<file path="config.mk">
export PLATFORM = sky130hd
export DESIGN_NAME = pwm_compare_flat
export DESIGN_NICKNAME = d
export VERILOG_FILES = /design/src/rtl/pwm_compare_pkg.sv /design/src/rtl/pwm_compare_if.sv /design/src/rtl/pwm_shadow_reg.sv /design/src/rtl/pwm_compare.sv /design/src/flat_wrapper.sv
export SDC_FILE = /design/constraint.sdc
export NUM_CORES = 1
export LEC_CHECK = 0
export CORE_UTILIZATION = 43
export DETAILED_ROUTE_END_ITERATION = 7
export PLACE_DENSITY = 0.73
export SKIP_LAST_GASP = 1
export SYNTH_ARGS = -nofsm -noshare
export SYNTH_HDL_FRONTEND = slang
export SYNTH_SLANG_ARGS = --single-unit
</file>
<file path="constraint.sdc">
create_clock -name clk -period 1.31 [get_ports clk]
set_input_delay 0.262 -clock clk [delete_from_list [all_inputs] [get_ports clk]]
set_output_delay 0.262 -clock clk [all_outputs]
set_load 0.1 [all_outputs]
</file>
<file path="src/rtl/pwm_compare_pkg.sv">
// rtl/pwm_compare_pkg.sv - shared constants and FSM encoding for the PWM compare block
//
// Purpose : default WIDTH/MAX values, 2-bit FSM state encoding and a small
//           helper that tells whether a state drives the PWM compare.
// Ports   : none (package)
package pwm_compare_pkg;

  localparam int WIDTH_DEFAULT = 8;
  localparam int MAX_DEFAULT   = 200;

  typedef enum logic [1:0] {
    ST_IDLE = 2'd0,
    ST_ARM  = 2'd1,
    ST_RUN  = 2'd2,
    ST_STOP = 2'd3
  } state_e;

  // RUN and STOP both produce waveform and period_end; IDLE and ARM hold low.
  function automatic logic is_active(input state_e s);
    return (s == ST_RUN) || (s == ST_STOP);
  endfunction

endpackage

</file>
<file path="src/rtl/pwm_compare_if.sv">
// rtl/pwm_compare_if.sv - duty-value load handshake between a source and the PWM block
//
// Purpose : groups duty_in/duty_valid/duty_ready.
// Signals : duty_in    - new duty value (high counts per period)
//           duty_valid - source offers duty_in
//           duty_ready - pending buffer empty; load accepted when valid && ready
// Modports: master (source side), slave (PWM side)
interface pwm_compare_if
  import pwm_compare_pkg::*;
#(
  parameter int WIDTH = WIDTH_DEFAULT
);

  logic [WIDTH-1:0] duty_in;
  logic             duty_valid;
  logic             duty_ready;

  modport master (output duty_in, output duty_valid, input duty_ready);
  modport slave  (input duty_in, input duty_valid, output duty_ready);

endinterface

</file>
<file path="src/rtl/pwm_shadow_reg.sv">
// rtl/pwm_shadow_reg.sv - pending/active duty register pair with load handshake
//
// Purpose : a load is captured into the pending register only when it is
//           empty; a commit request moves pending into active.
// Ports   : clk, rst_n (async active-low)
//           load_valid_i, load_data_i, load_ready_o - load handshake
//           commit_i   - move pending to active this edge (if pending is full)
//           duty_act_o - duty value used by the compare
module pwm_shadow_reg #(
  parameter int WIDTH = 8
) (
  input  logic             clk,
  input  logic             rst_n,
  input  logic             load_valid_i,
  input  logic [WIDTH-1:0] load_data_i,
  output logic             load_ready_o,
  input  logic             commit_i,
  output logic [WIDTH-1:0] duty_act_o
);

  logic [WIDTH-1:0] duty_pend_q, duty_pend_d;
  logic [WIDTH-1:0] duty_act_q,  duty_act_d;
  logic             pend_valid_q, pend_valid_d;

  assign load_ready_o = !pend_valid_q;
  assign duty_act_o   = duty_act_q;

  // Commit and accept are mutually exclusive: accept needs an empty buffer,
  // commit needs a full one. A load on a commit edge therefore only fills
  // pending and never reaches active directly.
  always_comb begin
    duty_pend_d  = duty_pend_q;
    duty_act_d   = duty_act_q;
    pend_valid_d = pend_valid_q;
    if (pend_valid_q) begin
      if (commit_i) begin
        duty_act_d   = duty_pend_q;
        pend_valid_d = 1'b0;
      end
    end else if (load_valid_i) begin
      duty_pend_d  = load_data_i;
      pend_valid_d = 1'b1;
    end
  end

  always_ff @(posedge clk or negedge rst_n) begin
    if (!rst_n) begin
      duty_pend_q  <= '0;
      duty_act_q   <= '0;
      pend_valid_q <= 1'b0;
    end else begin
      duty_pend_q  <= duty_pend_d;
      duty_act_q   <= duty_act_d;
      pend_valid_q <= pend_valid_d;
    end
  end

endmodule

</file>
<file path="src/rtl/pwm_compare.sv">
// rtl/pwm_compare.sv - PWM compare stage with shadowed duty and start/stop FSM
//
// Purpose : turns an external 0..MAX_VALUE count into a registered PWM
//           waveform. Duty changes only take effect at period boundaries.
// Ports   : clk, RST (async active-low)
//           counter    - count from upstream counter_parameter
//           en         - run request (level)
//           duty       - duty load handshake (slave)
//           pwm_out    - registered waveform, 1 cycle behind counter
//           period_end - registered pulse for the last count of an active period
//           busy       - FSM not in IDLE
module pwm_compare
  import pwm_compare_pkg::*;
#(
  parameter int WIDTH     = WIDTH_DEFAULT,
  parameter int MAX_VALUE = MAX_DEFAULT
) (
  input  logic             clk,
  input  logic             RST,
  input  logic [WIDTH-1:0] counter,
  input  logic             en,
  pwm_compare_if.slave     duty,
  output logic             pwm_out,
  output logic             period_end,
  output logic             busy
);

  localparam logic [WIDTH-1:0] MAX_C = WIDTH'(MAX_VALUE);

  state_e           state_q, state_d;
  logic             pwm_q, pwm_d;
  logic             period_end_q, period_end_d;
  logic             commit;
  logic             wrap;
  logic [WIDTH-1:0] duty_act;

  // Only an exact match wraps; out-of-range counts are still compared.
  assign wrap = (counter == MAX_C);

  pwm_shadow_reg #(.WIDTH(WIDTH)) u_shadow (
    .clk          (clk),
    .rst_n        (RST),
    .load_valid_i (duty.duty_valid),
    .load_data_i  (duty.duty_in),
    .load_ready_o (duty.duty_ready),
    .commit_i     (commit),
    .duty_act_o   (duty_act)
  );

  always_comb begin
    state_d      = state_q;
    commit       = wrap;
    pwm_d        = 1'b0;
    period_end_d = 1'b0;

    if (is_active(state_q)) begin
      pwm_d        = (counter < duty_act);
      period_end_d = wrap;
    end

    case (state_q)
      ST_IDLE: begin
        // Nothing is being generated, so a pending duty can go live at once.
        commit = 1'b1;
        if (en) state_d = ST_ARM;
      end
      ST_ARM: begin
        // Leaving on wrap makes the first RUN sample land on counter=0.
        if (!en)       state_d = ST_IDLE;
        else if (wrap) state_d = ST_RUN;
      end
      ST_RUN: begin
        if (!en) state_d = ST_STOP;
      end
      ST_STOP: begin
        // Re-enable wins over wrap so a running waveform never gaps.
        if (en)        state_d = ST_RUN;
        else if (wrap) state_d = ST_IDLE;
      end
      default: state_d = ST_IDLE;
    endcase
  end

  always_ff @(posedge clk or negedge RST) begin
    if (!RST) begin
      state_q      <= ST_IDLE;
      pwm_q        <= 1'b0;
      period_end_q <= 1'b0;
    end else begin
      state_q      <= state_d;
      pwm_q        <= pwm_d;
      period_end_q <= period_end_d;
    end
  end

  assign pwm_out    = pwm_q;
  assign period_end = period_end_q;
  assign busy       = (state_q != ST_IDLE);

endmodule

</file>
<file path="src/flat_wrapper.sv">
// flat-port wrapper written by rule: the top's interface ports become plain ports
module pwm_compare_flat import pwm_compare_pkg::*;
#(
  parameter int WIDTH     = WIDTH_DEFAULT,
  parameter int MAX_VALUE = MAX_DEFAULT
)
  (clk, RST, counter, en, pwm_out, period_end, busy, duty_duty_in, duty_duty_valid, duty_duty_ready);
  pwm_compare_if #(.WIDTH(WIDTH)) duty_i ();
  input  logic clk;
  input  logic RST;
  input  logic [WIDTH-1:0] counter;
  input  logic en;
  output logic pwm_out;
  output logic period_end;
  output logic busy;
  input wire logic [$bits(duty_i.duty_in)-1:0] duty_duty_in;
  input wire logic [$bits(duty_i.duty_valid)-1:0] duty_duty_valid;
  output wire logic [$bits(duty_i.duty_ready)-1:0] duty_duty_ready;
  assign duty_i.duty_in = duty_duty_in;
  assign duty_i.duty_valid = duty_duty_valid;
  assign duty_duty_ready = duty_i.duty_ready;
  pwm_compare #(.WIDTH(WIDTH), .MAX_VALUE(MAX_VALUE)) u_core (.clk(clk), .RST(RST), .counter(counter), .en(en), .duty(duty_i), .pwm_out(pwm_out), .period_end(period_end), .busy(busy));
endmodule
</file>
==> impl_metrics.sql <==
INSERT INTO impl_metrics (metric_group, metric, value, unit) VALUES
('clocking', 'clock_tree_from_tritoncts', 'built', ''),
('synth', 'syn_area_per_cell', '11.0', 'um2'),
('timing', 'timing_worst_slew_pin_value', '0.275', 'ns'),
('place', 'dp_hpwl', '1850', 'um'),
('final_layout', 'layout.cells.most_common', 'sky130_fd_sc_hd__buf_4', ''),
('timing', 'holdWs', '0.279', 'ns'),
('global_routing', 'globalRoute.totalOverflow', '0', ''),
('hold_path', 'worstHoldPathType', 'in -> async', ''),
('global_routing', 'number_of_global_route_vias_before_repair', '969', ''),
('floorplan', 'i_o_pin_count', '24', ''),
('clocking', 'tritoncts_num_sinks', '21', ''),
('place', 'pre_cts_slack', '-0.536', 'ns'),
('critical_path', 'setup.worst_path.start_class', 'register', ''),
('final_layout', 'nNetsFinal', '184', ''),
('floorplan', 'die_x', '54.1', 'um'),
('timing', 'timing.final.crit_share', '107', '%'),
('floorplan', 'core_area', '2520', 'um2'),
('synth', 'synth.distinct_cells', '29', ''),
('final_layout', 'antenna_cells_inserted', '0', ''),
('global_routing', 'largest_net_degree_at_the_start_of_global_routing', '22', ''),
('timing', 'rsz_0062_raised_after_global_routing', 'yes', ''),
('synth', 'synth_area_leader_cell', 'sky130_fd_sc_hd__dfrtp_1', ''),
('clocking', 'holdBufCountCts', '0', ''),
('floorplan', 'die_area', '2930', 'um2'),
('global_routing', 'initial_antenna_violation_count', '0', ''),
('critical_path', 'slowest_stage', 'sky130_fd_sc_hd__dfrtp_1', ''),
('place', 'numPortBuffers', '23', ''),
('timing', 'min_period', '1.40', 'ns'),
('synth', 'synth.ff_latch_count', '21', ''),
('run', 'drv.max_cap_violation_count', '0', ''),
('pwr', 'power.density', '1340', 'nW/um2'),
('synth', 'synth.net_count', '133', ''),
('route', 'drt_iter0_markers', '12', ''),
('route', 'antenna_violation_net_count_after_detailed_routing', '0', ''),
('clocking', 'tritoncts.num_buffers', '3', ''),
('final_layout', 'utilization', '69.7', '%'),
('critical_path', 'arrival', '1.14', 'ns'),
('route', 'drt_drc_violations_left', '0', ''),
('synth', 'synth_area', '1170', 'um2'),
('critical_path', 'crit_fanout', '2', ''),
('global_routing', 'wire_length_of_the_first_global_routing_pass', '4130', 'um'),
('critical_path', 'critPathCaptureType', 'output pin', ''),
('timing', 'timing.final.ws_setup', '-0.0924', 'ns'),
('critical_path', 'cp.required', '1.05', 'ns'),
('critical_path', 'timing.critical_path.cells', 'or2_4 > buf_12', ''),
('synth', 'synth-seq-area-share', '45.0', '%'),
('timing', 'maxClockFrequency', '713', 'MHz'),
('clocking', 'cts.path.max_buffers', '2', ''),
('clocking', 'htreeDepth', '1', ''),
('synth', 'synth_top_cell_area_share', '45.0', '%'),
('floorplan', 'die_y', '54.1', 'um'),
('route', 'route.final.wire_length', '2680', 'um'),
('clocking', 'clock_latency', '0.30', 'ns'),
('floorplan', 'initial_core_util', '46.3', '%'),
('final_layout', 'drive_gt1_share', '35.3', '%'),
('run_status', 'failing_checks', 'setup timing', ''),
('pwr', 'leakagePower', '0.835', 'nW'),
('timing', 'timing.final.max_slew_violations', '0', ''),
('run_status', 'run_status', 'finished with violations', ''),
('clocking', 'clock-root-buffer', 'sky130_fd_sc_hd__clkbuf_4', ''),
('route', 'post_drt_wl_per_cell', '14.4', 'um'),
('timing', 'max_slew_margin', '81.6', '%'),
('pwr', 'power', '2.35', 'mW'),
('final_layout', 'areaGrowthSynthToFinish', '50.6', '%'),
('synth', 'yosys-top-cells-area', 'sky130_fd_sc_hd__dfrtp_1 45%, sky130_fd_sc_hd__mux2_1 8.7%, sky130_fd_sc_hd__o211ai_2 8.6%, sky130_fd_sc_hd__ha_1 7.5%, sky130_fd_sc_hd__nand2_1 6.1%', ''),
('route', 'detail_route.first_pass.iterations', '3', ''),
('synth', 'synth.yosys.warnings', '0', ''),
('clocking', 'clkTransAtPathRegs', '0.12', 'ns'),
('timing', 'hold_viol', '0', ''),
('global_routing', 'grtUsageTotal', '20.5', '%'),
('place', 'gp_routability_congestion', '0.822', ''),
('critical_path', 'critical_path.max_stage_delay', '0.40', 'ns'),
('floorplan', 'fp-row-count', '18', ''),
('timing', 'skew', '0.00576', 'ns'),
('critical_path', 'criticalPathCategory', 'reg -> out', ''),
('critical_path', 'ff2ff_path_depth', '5', ''),
('timing', 'accumulated_negative_setup_slack', '-0.135', 'ns'),
('pwr', 'vdd.ir_drop.worst', '0.984', 'mV'),
('final_layout', 'final_cell_mix', '24 x sky130_fd_sc_hd__buf_4, 21 x sky130_fd_sc_hd__dfrtp_1, 19 x sky130_fd_sc_hd__nand2_1', ''),
('timing', 'setup_viol', '2', ''),
('synth', 'netlist_instances', '106', ''),
('route', 'viasPerCell', '5.18', ''),
('route', 'vias', '963', '');
cell families after synthesis:
kind of cell	share of synthesized area (%)
compound gates	17.9
xor+xnor	0.750
fa+ha+maj	7.50
buf+inv	5.57
flops	45.0
mux	8.68
simple gates	14.6
repair_timing:
action | in CTS | in global routing
pin swaps | 5 | 11
gates cloned | 1 | 1
resized for setup | 15 | 11
buffers inserted | 6 | 8
setup endpoints to repair | 12 | 20
synth_stat cells, drive strengths merged:
library cell  instances
nor4                  1
a2111o                1
buf                   4
o211ai               16
or2                   1
mux2                  9
a21oi                 2
nand2b                1
and3                  2
nor3                  1
nor4b                 1
nor2                  2
inv                   9
nor2b                 1
nand2                19
clkbuf                1
a21o                  1
o2111ai               1
ha                    7
and4bb                1
nand4bb               1
xnor2                 1
or4b                  1
a21boi                1
dfrtp                21
where the power goes:
| part | switching, mW | internal (mW) | leakage, nW |
|---|---|---|---|
| logic | 0.514 | 0.573 | 0.568 |
| clock network | 0.196 | 0.114 | 0.0177 |
| registers | 0.131 | 0.825 | 0.249 |
| total | 0.841 | 1.51 | 0.835 |
per-layer routing:
layer	wire, um	GRT usage [%]	up-vias
met3	82	2.26	4
li1	-	-	484
met1	1190	25.2	455
met5	0	0	-
met4	34	9.83	0
met2	1380	35.6	20
worst max-delay path, delay by kind of cell (launching register included):
family                 cells  cell delay (ns)
buffers and inverters      1             0.17
flip-flops                 1             0.40
AND/OR/NAND/NOR            1             0.27
final cells by class:
cell class | count | area (um2)
fillers | 197 | 764
multi-input cells | 72 | 649
flip-flops and latches | 21 | 526
repair buffers | 50 | 480
inverters | 9 | 37.5
well taps | 30 | 37.5
clock buffers | 3 | 22.5
clock inverters | 1 | 5.00
through the flow:
stage	std cells	area, um2
2_1_floorplan	106	1190
3_3_place_gp	167	1550
3_5_place_dp	167	1550
4_1_cts	178	1660
5_1_grt	186	1760
6_report	186	1760
state kept, by name, summed over array words and instances (netlist names), named ones only:
name / flops
u_core.period_end: 1
u_core.state_q: 1
u_core.pwm_out: 1
u_core.u_shadow.duty_pend_q: 8
u_core.u_shadow.duty_act_o: 8
u_core.u_shadow.pend_valid_q: 1
path summary, 6_finish.rpt:
path | startpoint | endpoint | slack (ns)
worst max-delay path | register | busy | -0.09
worst min-delay path | RST | asynchronous set/reset pin | 0.28
worst max register to register | register | u_core.u_shadow.duty_act_o[4] | 0.03
worst min register to register | u_core.u_shadow.duty_pend_q[4] | u_core.u_shadow.duty_pend_q[4] | 0.50
max in group asynchronous | RST | u_core.u_shadow.duty_act_o[1] | 0.81
min in group clk | u_core.u_shadow.duty_pend_q[4] | u_core.u_shadow.duty_pend_q[4] | 0.50
Power figures use the tool's default switching activity.
